===== src/rtl/sine_voice_scheduler.sv =====
// Shares one synchronous sine ROM among NUM_VOICES voices: per sample tick it walks every
// voice through address/wait/multiply-accumulate and offers the mixed sum on valid/ready.
module sine_voice_scheduler #(
    parameter int unsigned NUM_VOICES = 4,
    parameter int unsigned TABLE_LEN  = 100,
    parameter int unsigned FRAC_W     = 16,
    parameter int unsigned SAMPLE_W   = 8,
    parameter int unsigned AMP_W      = 16,
    parameter int unsigned OUT_W      = 32
) (
    input  logic                               clk,
    input  logic                               reset,
    input  logic                               sample_tick,
    input  logic [NUM_VOICES-1:0]              voice_en,
    input  logic [NUM_VOICES*(7+FRAC_W)-1:0]   phase_inc,
    input  logic [NUM_VOICES*AMP_W-1:0]        amplitude,
    output logic [6:0]                         rom_addr,
    input  logic [SAMPLE_W-1:0]                rom_data,
    output logic [OUT_W-1:0]                   mix_out,
    output logic                               mix_valid,
    input  logic                               mix_ready,
    output logic                               busy,
    output logic                               overrun
);

    localparam int unsigned PHASE_W = 7 + FRAC_W;
    localparam int unsigned VIDX_W  = (NUM_VOICES > 1) ? $clog2(NUM_VOICES) : 1;
    localparam int unsigned PROD_W  = SAMPLE_W + AMP_W + 1;
    localparam logic [PHASE_W:0]    PHASE_MOD = (PHASE_W + 1)'(TABLE_LEN) << FRAC_W;
    localparam logic [VIDX_W-1:0]   LAST_V    = VIDX_W'(NUM_VOICES - 1);

    typedef enum logic [2:0] {
        S_IDLE,
        S_ADDR,
        S_WAIT,
        S_MAC,
        S_OUT
    } state_t;

    state_t                     state, state_nxt;
    logic [VIDX_W-1:0]          v_idx;
    logic [PHASE_W-1:0]         phase [NUM_VOICES];
    logic signed [OUT_W-1:0]    sum;

    logic [PHASE_W-1:0]         cur_phase;
    logic [PHASE_W-1:0]         cur_inc;
    logic [AMP_W-1:0]           cur_amp;
    logic                       cur_en;
    logic [PHASE_W:0]           phase_sum;
    logic [PHASE_W-1:0]         phase_wrapped;
    logic signed [PROD_W-1:0]   product;
    logic signed [OUT_W-1:0]    sum_nxt;
    logic                       handshake;
    logic                       tick_accept;

    // Current voice operands and the wrapped phase / accumulated sum it would produce.
    always_comb begin
        cur_phase     = phase[v_idx];
        cur_inc       = phase_inc[v_idx*PHASE_W +: PHASE_W];
        cur_amp       = amplitude[v_idx*AMP_W +: AMP_W];
        cur_en        = voice_en[v_idx];
        phase_sum     = {1'b0, cur_phase} + {1'b0, cur_inc};
        phase_wrapped = (phase_sum >= PHASE_MOD) ? PHASE_W'(phase_sum - PHASE_MOD)
                                                 : PHASE_W'(phase_sum);
        product       = PROD_W'($signed(rom_data)) * PROD_W'($signed({1'b0, cur_amp}));
        sum_nxt       = cur_en ? (sum + OUT_W'(product)) : sum;
    end

    // A tick is only taken in IDLE or in the OUT cycle whose handshake completes.
    always_comb begin
        handshake   = (state == S_OUT) && mix_valid && mix_ready;
        tick_accept = sample_tick && ((state == S_IDLE) || handshake);
    end

    always_ff @(posedge clk or posedge reset) begin
        if (reset) begin
            state <= S_IDLE;
        end else begin
            state <= state_nxt;
        end
    end

    always_comb begin
        state_nxt = state;
        unique case (state)
            S_IDLE:  if (sample_tick) state_nxt = S_ADDR;
            S_ADDR:  state_nxt = S_WAIT;
            S_WAIT:  state_nxt = S_MAC;
            S_MAC:   state_nxt = (v_idx == LAST_V) ? S_OUT : S_ADDR;
            S_OUT:   if (handshake) state_nxt = sample_tick ? S_ADDR : S_IDLE;
            default: state_nxt = S_IDLE;
        endcase
    end

    always_comb begin
        busy = (state != S_IDLE);
    end

    always_ff @(posedge clk or posedge reset) begin
        if (reset) begin
            v_idx     <= '0;
            sum       <= '0;
            rom_addr  <= '0;
            mix_out   <= '0;
            mix_valid <= 1'b0;
            overrun   <= 1'b0;
            for (int unsigned i = 0; i < NUM_VOICES; i++) begin
                phase[i] <= '0;
            end
        end else begin
            if (sample_tick && !tick_accept) begin
                overrun <= 1'b1;
            end
            if (tick_accept) begin
                sum   <= '0;
                v_idx <= '0;
            end
            case (state)
                S_ADDR: rom_addr <= cur_phase[FRAC_W +: 7];
                S_MAC: begin
                    sum          <= sum_nxt;
                    phase[v_idx] <= cur_en ? phase_wrapped : '0;
                    if (v_idx == LAST_V) begin
                        mix_out   <= sum_nxt;
                        mix_valid <= 1'b1;
                    end else begin
                        v_idx <= v_idx + 1'b1;
                    end
                end
                S_OUT: if (handshake) mix_valid <= 1'b0;
                default: ;
            endcase
        end
    end

endmodule


===== config.mk =====
export PLATFORM = sky130hd
export DESIGN_NAME = sine_voice_scheduler
export DESIGN_NICKNAME = d
export VERILOG_FILES = /design/src/rtl/sine_voice_scheduler.sv
export SDC_FILE = /design/constraint.sdc
export NUM_CORES = 1
export LEC_CHECK = 0
export ABC_AREA = 1
export BUFFER_PORTS_ARGS = -buffer_cell sky130_fd_sc_hd__buf_2
export CORE_MARGIN = 5
export CORE_UTILIZATION = 60
export DETAILED_ROUTE_END_ITERATION = 10
export PLACE_DENSITY_LB_ADDON = 0.05
export SLEW_MARGIN = 20
export SYNTH_ARGS = -nofsm -noshare
export SYNTH_HDL_FRONTEND = slang
export SYNTH_SLANG_ARGS = --single-unit

===== constraint.sdc =====
create_clock -name clk -period 7.2 [get_ports clk]
set_input_delay 1.44 -clock clk [delete_from_list [all_inputs] [get_ports clk]]
set_output_delay 1.44 -clock clk [all_outputs]
set_load 0.05 [all_outputs]

# Yosys cells after proc, flatten, opt, wreduce, memory -nomap -nowiden
# Index checks and enable logic that the tools add are counted.
dict set report classes {
  addsub 4
  multipliers 2
  magnitude_cmp 4
  n_eq_ne 8
  n_shift 2
  muxes 24
  n_bitwise 1
  reduce_logical 14
}
# operator count
set ops {}
lappend ops {{$mux 23} 5}
lappend ops {{$mux 32} 3}
lappend ops {{$bwmux 92} 1}
lappend ops {{$shiftx 92x8->23} 1}
lappend ops {{$shiftx 64x7->16} 1}
lappend ops {{$bmux 23 s2} 1}
lappend ops {{$demux 23 s2} 1}
lappend ops {{$add 32x25->32} 1}
lappend ops {{$mul 8x17->25} 1}
lappend ops {{$add 23x23->24} 1}
lappend ops {{$ge 24x23->1 const B} 1}
lappend ops {{$sub 23x23->23 const B} 1}
lappend ops {{$pmux 3 s5} 1}
lappend ops {{$mux 3} 3}
lappend ops {{$mul 2x5->7 const B} 1}
lappend ops {{$eq 3x2->1 const B} 2}
lappend ops {{$mux 2} 3}
lappend ops {{$ne 2x2->1 const B} 3}
lappend ops {{$logic_and 1x1->1} 5}
lappend ops {{$mux 1} 4}
lappend ops {{$reduce_and 2->1} 2}
lappend ops {{$reduce_bool 2->1} 2}
lappend ops {{$eq 3x1->1 const B} 1}
lappend ops {{$eq 3x3->1 const B} 1}
lappend ops {{other kinds (13)} 13}
dict set report totals {
  reg_bits 170
  out_inout_bits 42
  elab_cells 70
}

# Logic depth before layout (Yosys ltp)
# Gate-level depths: netlist of run 1.
dict set report depth {
  ltp_word 9
  ltp_mapped 31
  depth_no_buf 30
}

# Worst setup path before layout of run 1
# No wires, ideal clock.
dict set report synth_path {
  path_type {input to register}
  start {input port rom_data[1]}
  end {register sum[22]}
  t_arrival_ns 6.064
  setup_slack_ns 1.052
  path_stages 23
  cell_sequence {buf_1 -> clkbuf_1 -> nand2_1 -> fa_1 -> inv_1 -> fa_1 -> fa_1 -> fa_1 -> fa_1 -> ha_1 -> inv_1 -> o21ai_2 -> nand2_1 -> a21oi_1 -> nand2_1 -> nand2_1 -> nand2_1 -> nand2_1 -> nand2_1 -> a21o_1 -> nand3_1 -> nand3_1 -> o21ai_0}
}
dict set report synth_between {
  elab_chain_cells 4
}
# element line_no
set synth_lines {}
lappend synth_lines {{start: declaration} 18} ;# input logic [SAMPLE_W-1:0] rom_data,
lappend synth_lines {{$mul 8x17->25} 65} ;# product = PROD_W'($signed(rom_data)) * PROD_W'($signed({1'b0, cur_amp}));
lappend synth_lines {{$add 32x25->32} 66} ;# sum_nxt = cur_en ? (sum + OUT_W'(product)) : sum;
lappend synth_lines {{$mux 32} 66}
lappend synth_lines {{$mux 32} 118} ;# case (state)
lappend synth_lines {{end signal: assignment} 121} ;# sum <= sum_nxt;
lappend synth_lines {{end: declaration} 43} ;# logic signed [OUT_W-1:0] sum;
# No other way between the ends.
# A chain may end at the register's enable or synchronous reset.

# Final worst setup path of run 1
dict set report layout_path {
  start {register v_idx[0]}
  end {register sum[22]}
}
dict set report layout_between {
  elab_chain_cells 5
  word_cells_on_any_way 7
  cone_classes {add/sub: 1; mul: 1; shift: 1; mux: 4}
}
# element line_no
set layout_lines {}
lappend layout_lines {{start: declaration} 41} ;# logic [VIDX_W-1:0] v_idx;
lappend layout_lines {{start signal: assignment} 127} ;# v_idx <= v_idx + 1'b1;
lappend layout_lines {{$shiftx 64x7->16} 60} ;# cur_amp = amplitude[v_idx*AMP_W +: AMP_W];
lappend layout_lines {{$mul 8x17->25} 65}
lappend layout_lines {{$add 32x25->32} 66}
lappend layout_lines {{$mux 32 (*)} 66}
lappend layout_lines {{$mux 32 (*)} 118}
# Every way passes the cells marked *; elsewhere a longest branch is shown, timed or not. The select of a mux whose other input is x is not followed.

==> results.py, run 1 <==
metrics = {
    "run_status": {
        "status": "finished, final reports clean",
    },
    "grt": {
        "grt_pass1_vias": 15100,
        "overflow": 0,
        "grt.total_usage_pct": 31.5,
        "grt_max_degree": 107,
        "grt_antenna_before_repair": 0,
        "grt_pass1_wl_um": 77300,
    },
    "timing": {
        "slew_headroom_pct": 24.0,
        "rsz0062_at_grt": "false",
        "post-route-period-util_pct": 89.9,
        "setup_violations": 0,
        "finalHoldViolCount": 0,
        "final.min_clock_period_ps": 6470,
        "finalSetupTns_ps": 0,
        "fmax_ghz": 0.155,
        "finClkSkew_ps": 15.6,
        "final_max_slew_viol_count": 0,
        "tightest_slew_ps": 1140,
    },
    "logic_synthesis": {
        "netlist_area_sq_um": 16000,
        "synth.avg_cell_area_sq_um": 7.24,
        "netlist.area_leader.share_pct": 26.6,
        "synth_edf_count": 0,
        "synth.distinct_cells": 50,
        "synth_ff_type": "dfrtp_1",
        "async_flop_share_pct": 100,
        "yosysMostFrequentCell": "nand2_1",
        "syn-instance-count": 2211,
        "yosys-top-cells-area": "dfrtp_1 (27%), nand2_1 (15%), fa_1 (14%)",
        "yosys_warnings": 0,
        "synth_nets": 2612,
        "yosysTopAreaCell": "dfrtp_1",
        "synth.top_cells.by_count": "nand2_1 (631), inv_1 (248), nor2_1 (236)",
        "synth_seq_area_share_pct": 26.6,
        "synth-seq-cells": 170,
    },
    "worst_setup_path": {
        "slowest_delay_ps": 600,
        "path_delay_family": "adder cells",
        "endpoint_kind": "register",
        "crit_arrival_ps": 6830,
        "cpMaxStageDelayCell": "dfrtp_4",
        "crit_buf_inv": 3,
        "startpoint_type": "register",
        "cpMostUsedCell": "nand2_1",
        "cp_max_fo": 42,
        "critPathKind": "reg -> reg",
        "required_ps": 7550,
    },
    "floorplanning": {
        "fp.dieArea_sq_um": 30100,
        "die_w_um": 173,
        "io_pins": 214,
        "initial_core_util_pct": 61.1,
        "dieHeight_um": 173,
        "core-area_sq_um": 26200,
        "rows": 59,
    },
    "layout": {
        "fin_area_sq_um": 17900,
        "layout-drive-gt1-share_pct": 14.3,
        "area_delta_synth_final_pct": 11.6,
        "fillers": 2358,
        "layout.cells.non_filler": 2718,
        "nNetsFinal": 2771,
        "final_core_util_pct": 68.2,
        "antenna_cells": 0,
    },
    "drt": {
        "routed_wl_um": 47400,
        "num_vias": 15600,
        "ant_nets": 0,
        "dr.pass1.iters": 6,
        "first_iter_violations": 1442,
        "drc": 0,
        "viasPerCell": 5.72,
        "wire_per_inst_um": 17.5,
    },
    "clock_network": {
        "insertion_delay_ps": 460,
        "ctsRootBufferMaster": "clkbuf_16",
        "clkSinkCount": 170,
        "clk_pin_slew_ps": 80,
        "cts_hold_buf": 0,
        "cts_tree": "yes",
        "cts_htree_levels": 4,
        "post_cts_buffers": 0,
        "cts_resized": 0,
        "cts_buffers": 17,
        "cts_buffer_depth": 2,
    },
    "hold_path": {
        "hp-class": "reg -> reg",
    },
    "placement": {
        "place_congestion": 0.958,
        "dp_hpwl_um": 35100,
        "placed_cell_area_sq_um": 17300,
        "port_buffers": 213,
        "numPlacedInstances": 2686,
    },
    "flow_run": {
        "drv_cap": 0,
    },
}
[metal layers]
layer	global-route usage (%)	up-vias	part of all wire (%)
li1	-	7439	-
met1	44.7	7365	44
met2	49.6	668	45
met3	5.98	83	8.9
met4	9.54	0	2.7
met5	0	-	0
[worst paths after layout]
path                           from   endpoint  slack, ps  cells past startpoint
max                        v_idx[0]    sum[22]        730                     25
min                         overrun    overrun        470                      1
max reg2reg                v_idx[0]    sum[22]        730                     25
min reg2reg                 overrun    overrun        470                      1
max in group asynchronous     reset   v_idx[1]       4570                      3
min in group asynchronous     reset  phase[47]       1210                      2
[state kept, by name, indices dropped and copies added (netlist names)]
register and count:
mix_out 32, mix_valid 1, overrun 1, phase 92, rom_addr 7, state 3
sum 32, v_idx 2
[layout make-up]
cell class              instances  area [sq um]  area share, %
multi-input cells            1699         10500           58.6
flip-flops and latches        170          4260           23.8
repair buffers                229          1190           6.64
inverters                     253           956           5.35
clock buffers                  18           439           2.46
well taps                     335           419           2.35
clock inverters                14           146          0.819
[stage by stage]
step | setup slack, ps | hold WS, ps
floorplan | 1050 | 443
global placement | 482 | 456
detailed placement | 419 | 459
CTS | 773 | 477
global route | 284 | 495
finish | 728 | 474
[kinds of logic after synthesis]
| logic type | share of synthesized area (%) |
|---|---|
| xor+xnor | 0.922 |
| buf+inv | 8.09 |
| fa+ha+maj | 23.0 |
| compound gates | 12.0 |
| mux | 0.555 |
| flops | 26.6 |
| simple gates | 28.9 |
[cell usage in the layout, fill, tap and decap left out, types with 7 or more instances in the layout]
cell         n
a21oi_1     54
clkbuf_16   17
mux2_2       7
nand3_1    110
ha_1       121
nand3_2      8
nor2_1     236
xor2_1       9
nor3_1      10
nand2_1    631
inv_1      247
dfrtp_1    168
fa_1       108
nand2_2     24
or2_2       10
o21ai_0    214
buf_2      213
o22ai_1     63
buf_4       16
nand4_1     30
Power of run 1 is left out: the tool's default activity adds up to more than one toggle a clock period on the data nets, which glitch-free logic cannot reach.
==> inputs of run 2 (changes only) <==
==> constraint.sdc (replaced) <==
create_clock -name clk -period 6.84 [get_ports clk]
set_input_delay 1.368 -clock clk [delete_from_list [all_inputs] [get_ports clk]]
set_output_delay 1.368 -clock clk [all_outputs]
set_load 0.02 [all_outputs]
==> run 2 against run 1 <==
Via count rose by 0.53%. Core utilization rose by 0.43 points. Maximum frequency rose by 1.5%. Hold slack improved by 4.1 ps. Critical path depth rose by 3. Clock skew rose by 3.0 ps. Global-route usage barely moved. Register-to-register slack got worse by 270 ps. Clock-buffer cell count did not move. Sequential share of layout area fell by 0.15 points.
==> results.py, run 2 (synthesized netlist as in run 1, its figures left out) <==
metrics = {
    "drt": {
        "viasPerCell": 5.74,
        "top_layer": "met4",
        "wl_met2_um": 21500,
        "first_iter_violations": 1463,
        "drc": 0,
        "ant_nets": 0,
        "num_vias": 15600,
        "dr.pass1.iters": 6,
        "wire_per_inst_um": 17.4,
        "wl_met3_um": 4360,
        "met1Wirelength_um": 20500,
        "routed_wl_um": 47500,
    },
    "hold_path": {
        "hp-class": "reg -> reg",
        "min_to": "phase[68]",
        "min_from": "phase[68]",
        "hold_depth": 2,
    },
    "worst_setup_path": {
        "endpoint_kind": "register",
        "cpMaxStageDelayCell": "dfrtp_4",
        "r2r_setup_slack_ps": 460,
        "crit_arrival_ps": 6640,
        "cp_max_fo": 40,
        "r2r-end": "sum[18]",
        "startpoint_type": "register",
        "reg2reg_depth": 28,
        "required_ps": 7110,
        "cpMostUsedCell": "nand2_1",
        "slowest_delay_ps": 650,
        "rr_startpoint": "v_idx[0]",
        "critPathKind": "reg -> reg",
    },
    "floorplanning": {
        "io_pins": 214,
        "fp.dieArea_sq_um": 30100,
        "initial_core_util_pct": 61.1,
        "dieHeight_um": 173,
        "die_w_um": 173,
        "core-area_sq_um": 26200,
        "rows": 59,
    },
    "timing": {
        "post-route-period-util_pct": 93.2,
        "finalSetupTns_ps": 0,
        "setup_violations": 0,
        "finClkSkew_ps": 18.6,
        "final_max_slew_viol_count": 0,
        "final.min_clock_period_ps": 6380,
        "layout_setup_ws_ps": 462,
        "slew_headroom_pct": 21.5,
        "tightest_slew_ps": 1180,
        "rsz0062_at_grt": "false",
        "finalHoldViolCount": 0,
        "fmax_ghz": 0.157,
    },
    "layout": {
        "multi_input_area_sq_um": 10500,
        "layout_common_cells": "nand2_1 (631), inv_1 (247), nor2_1 (236)",
        "antenna_cells": 0,
        "top_regs": "phase (92), mix_out (32), sum (32)",
        "seqCellArea_sq_um": 4260,
        "largest_reg_flops": 92,
        "layout.cells.non_filler": 2726,
        "layout-drive-gt1-share_pct": 14.6,
        "layout_commonest_cell": "nand2_1",
        "area_delta_synth_final_pct": 12.3,
        "fillers": 2210,
        "top_register": "phase",
        "nNetsFinal": 2779,
    },
    "grt": {
        "overflow": 0,
        "grt_antenna_before_repair": 0,
        "grt.total_usage_pct": 31.6,
        "grt_max_degree": 115,
        "grt_pass1_vias": 14900,
        "grt_pass1_wl_um": 77500,
    },
    "clock_network": {
        "clk_pin_slew_ps": 70,
        "ctsRootBufferMaster": "clkbuf_16",
        "insertion_delay_ps": 440,
        "cts_buffer_depth": 2,
        "cts_hold_buf": 0,
        "cts_htree_levels": 4,
        "cts_tree": "yes",
        "cts_buffers": 17,
        "clkSinkCount": 170,
    },
    "run_status": {
        "status": "finished, final reports clean",
    },
    "placement": {
        "port_buffers": 213,
        "dp_hpwl_um": 35900,
        "numPlacedInstances": 2694,
        "place_congestion": 0.945,
        "post-place-ws_ps": 190,
    },
    "flow_run": {
        "drv_cap": 0,
    },
}
==> run 2: cell types whose count changed in the layout (fill, tap and decap cells not counted), moves of 2 or more <==
cell	previous run	this run
inv_8	2	4
bufinv_16	0	4
clkinv_8	3	0
buf_4	16	24
inv_6	6	4
clkinv_4	3	0
==> run 2: area by class of cell <==
type	instances	share of cell area [%]
clock buffers	18	2.39
clock inverters	14	1.15
inverters	253	5.34
multi-input cells	1699	58.2
flip-flops and latches	170	23.7
well taps	335	2.33
repair buffers	237	6.93
==> run 2: metrics by stage <==
step | instance area [sq um] | hold WS (ps) | utilization (%)
6_report | 18000 | 478 | 68.6
5_1_grt | 18000 | 493 | 68.6
4_1_cts | 18000 | 478 | 68.6
3_5_place_dp | 17300 | 460 | 66.2
3_3_place_gp | 17300 | 457 | 66.2
2_1_floorplan | 16000 | 443 | -
==> run 2: per-layer routing <==
layer,GRT usage [%],up-vias
met4,8.65,0
met2,49.6,753
met5,0,-
met3,5.80,77
li1,-,7448
met1,45.3,7360
==> run 2: worst max-delay path by stage <==
stage | start | cells after the start | to | slack (ps)
2_1_floorplan | rom_data[1] | 23 | sum[22] | 760
3_3_place_gp | amplitude[61] | 25 | sum[24] | 270
3_5_place_dp | amplitude[52] | 29 | sum[22] | 190
4_1_cts | v_idx[0] | 24 | sum[18] | 350
5_1_grt | v_idx[0] | 28 | mix_out[18] | 170
6_report | v_idx[0] | 28 | sum[18] | 460
==> run 2: repair_timing <==
action / in CTS / in global routing
setup endpoints to repair: 0 / 11
resized for setup: 0 / 1
buffers inserted: 0 / 0
==> run 2: critical path, delay by kind of cell (launching register included) <==
| family | cells | cell delay (ps) |
|---|---|---|
| adder cells (fa/ha/maj) | 7 | 2780 |
| XOR/XNOR | 1 | 130 |
| AND/OR/NAND/NOR | 11 | 1150 |
| AO/OA/AOI/OAI | 4 | 780 |
| flip-flops | 1 | 650 |
| buffers and inverters | 5 | 700 |
Power of run 2 is left out for the same reason.
==> inputs of run 3 (changes only) <==
--- a/config.mk
+++ b/config.mk
@@ -7,8 +7,10 @@
 export LEC_CHECK = 0
 export ABC_AREA = 1
 export BUFFER_PORTS_ARGS = -buffer_cell sky130_fd_sc_hd__buf_2
+export CELL_PAD_IN_SITES_DETAIL_PLACEMENT = 0
+export CELL_PAD_IN_SITES_GLOBAL_PLACEMENT = 1
 export CORE_MARGIN = 5
-export CORE_UTILIZATION = 60
+export CORE_UTILIZATION = 43
 export DETAILED_ROUTE_END_ITERATION = 10
 export PLACE_DENSITY_LB_ADDON = 0.05
 export SLEW_MARGIN = 20
==> run 3 against run 2 <==
Hold slack lost 3.7 ps. Clock skew shrank 2.2 ps. Critical path depth shrank 6. Clock-buffer cell count grew 1. Core utilization shrank 19 points. Sequential cell count is the same. Critical path type unchanged.
==> results.py, run 3 (synthesized netlist as in run 1, its figures left out) <==
metrics = {
    "timing": {
        "tightest_slew_ps": 972,
        "setup_violations": 0,
        "rsz0062_at_grt": "false",
        "finClkSkew_ps": 16.4,
        "finalHoldViolCount": 0,
        "slew_headroom_pct": 35.2,
        "final_max_slew_viol_count": 0,
        "fmax_ghz": 0.156,
        "post-route-period-util_pct": 93.9,
        "finalSetupTns_ps": 0,
        "final.min_clock_period_ps": 6420,
    },
    "clock_network": {
        "post_cts_buffers": 0,
        "cts_resized": 0,
        "cts_htree_levels": 4,
        "insertion_delay_ps": 460,
        "clk_pin_slew_ps": 70,
        "cts_buffers": 17,
        "cts_hold_buf": 0,
        "cts_tree": "yes",
        "ctsRootBufferMaster": "clkbuf_16",
        "cts_buffer_depth": 2,
        "clkSinkCount": 170,
    },
    "grt": {
        "overflow": 0,
        "grt_antenna_before_repair": 2,
        "grt_pass1_vias": 14900,
        "grt_pass1_wl_um": 81900,
        "grt.total_usage_pct": 24.9,
        "grt_max_degree": 92,
    },
    "layout": {
        "layout_common_cells": "nand2_1 (631), inv_1 (246), nor2_1 (236)",
        "layout-drive-gt1-share_pct": 14.6,
        "fin_area_sq_um": 18100,
        "fillers": 3770,
        "layout.cells.non_filler": 2859,
        "antenna_cells": 0,
        "nNetsFinal": 2779,
        "layout_commonest_cell": "nand2_1",
        "area_delta_synth_final_pct": 12.8,
        "top_regs": "phase (92), mix_out (32), sum (32)",
        "top_register": "phase",
        "largest_reg_flops": 92,
    },
    "run_status": {
        "status": "finished, final reports clean",
    },
    "worst_setup_path": {
        "critPathKind": "reg -> reg",
        "startpoint_type": "register",
        "crit_arrival_ps": 6770,
        "required_ps": 7190,
        "endpoint_kind": "register",
        "cp_max_fo": 39,
    },
    "placement": {
        "placed_cell_area_sq_um": 17500,
        "place_congestion": 0.939,
        "numPlacedInstances": 2827,
        "port_buffers": 213,
        "dp_hpwl_um": 39600,
    },
    "floorplanning": {
        "fp.dieArea_sq_um": 41200,
        "initial_core_util_pct": 43.6,
        "dieHeight_um": 203,
        "io_pins": 214,
        "core-area_sq_um": 36700,
        "die_w_um": 203,
        "rows": 70,
    },
    "drt": {
        "num_vias": 15100,
        "drc": 0,
        "routed_wl_um": 51200,
        "viasPerCell": 5.30,
        "wire_per_inst_um": 17.9,
        "first_iter_violations": 1089,
        "dr.pass1.iters": 5,
        "ant_nets": 0,
    },
    "hold_path": {
        "hp-class": "reg -> reg",
    },
    "flow_run": {
        "drv_cap": 0,
    },
}
[run 3: critical path: stages, from the launching register on]
cell	delay (ps)
dfrtp_4	680
inv_6	300
nand2_1	100
nand3_1	80
nand2_1	230
inv_1	190
nand2_1	90
fa_1	510
inv_1	50
fa_1	510
fa_1	450
fa_1	580
fa_1	430
ha_1	330
nand2_1	80
nor2_1	330
a21oi_1	250
o21ai_0	410
nand3_1	240
nand3_1	150
nand3_1	130
nand3_1	110
nand2_1	50
[run 3: through the flow]
step / hold WS [ps] / util (%) / setup WS, ps
floorplan: 443 / - / 764
global placement: 458 / 47.7 / 146
detailed placement: 461 / 47.7 / 134
CTS: 480 / 49.2 / 486
global route: 491 / 49.2 / 11.0
finish: 474 / 49.2 / 416
[run 3: final cells by class]
cell class,count,area [sq um],area share [%]
Clock buffer,19,433,2.40
Inverter,253,960,5.31
Multi-Input combinational cell,1699,10500,58.0
Timing Repair Buffer,237,1250,6.90
Tap cell,468,586,3.24
Sequential cell,170,4260,23.6
Clock inverter,13,114,0.630
[run 3: final timing paths]
path	startpoint	end	slack, ps	depth (start not counted)
max reg2reg	v_idx[0]	mix_out[29]	420	22
max	v_idx[0]	mix_out[29]	420	22
max in group asynchronous	reset	phase[19]	4650	3
min in group asynchronous	reset	phase[72]	1010	2
min reg2reg	phase[64]	phase[64]	470	2
min	phase[64]	phase[64]	470	2
[run 3: layer usage]
layer	routed length [um]	GRT usage [%]	vias up
met4	1000	5.92	0
met3	3620	4.97	67
met5	0	0	-
met2	22000	37.7	492
li1	-	-	7452
met1	24500	36.9	7136
Power of run 3 is left out for the same reason.
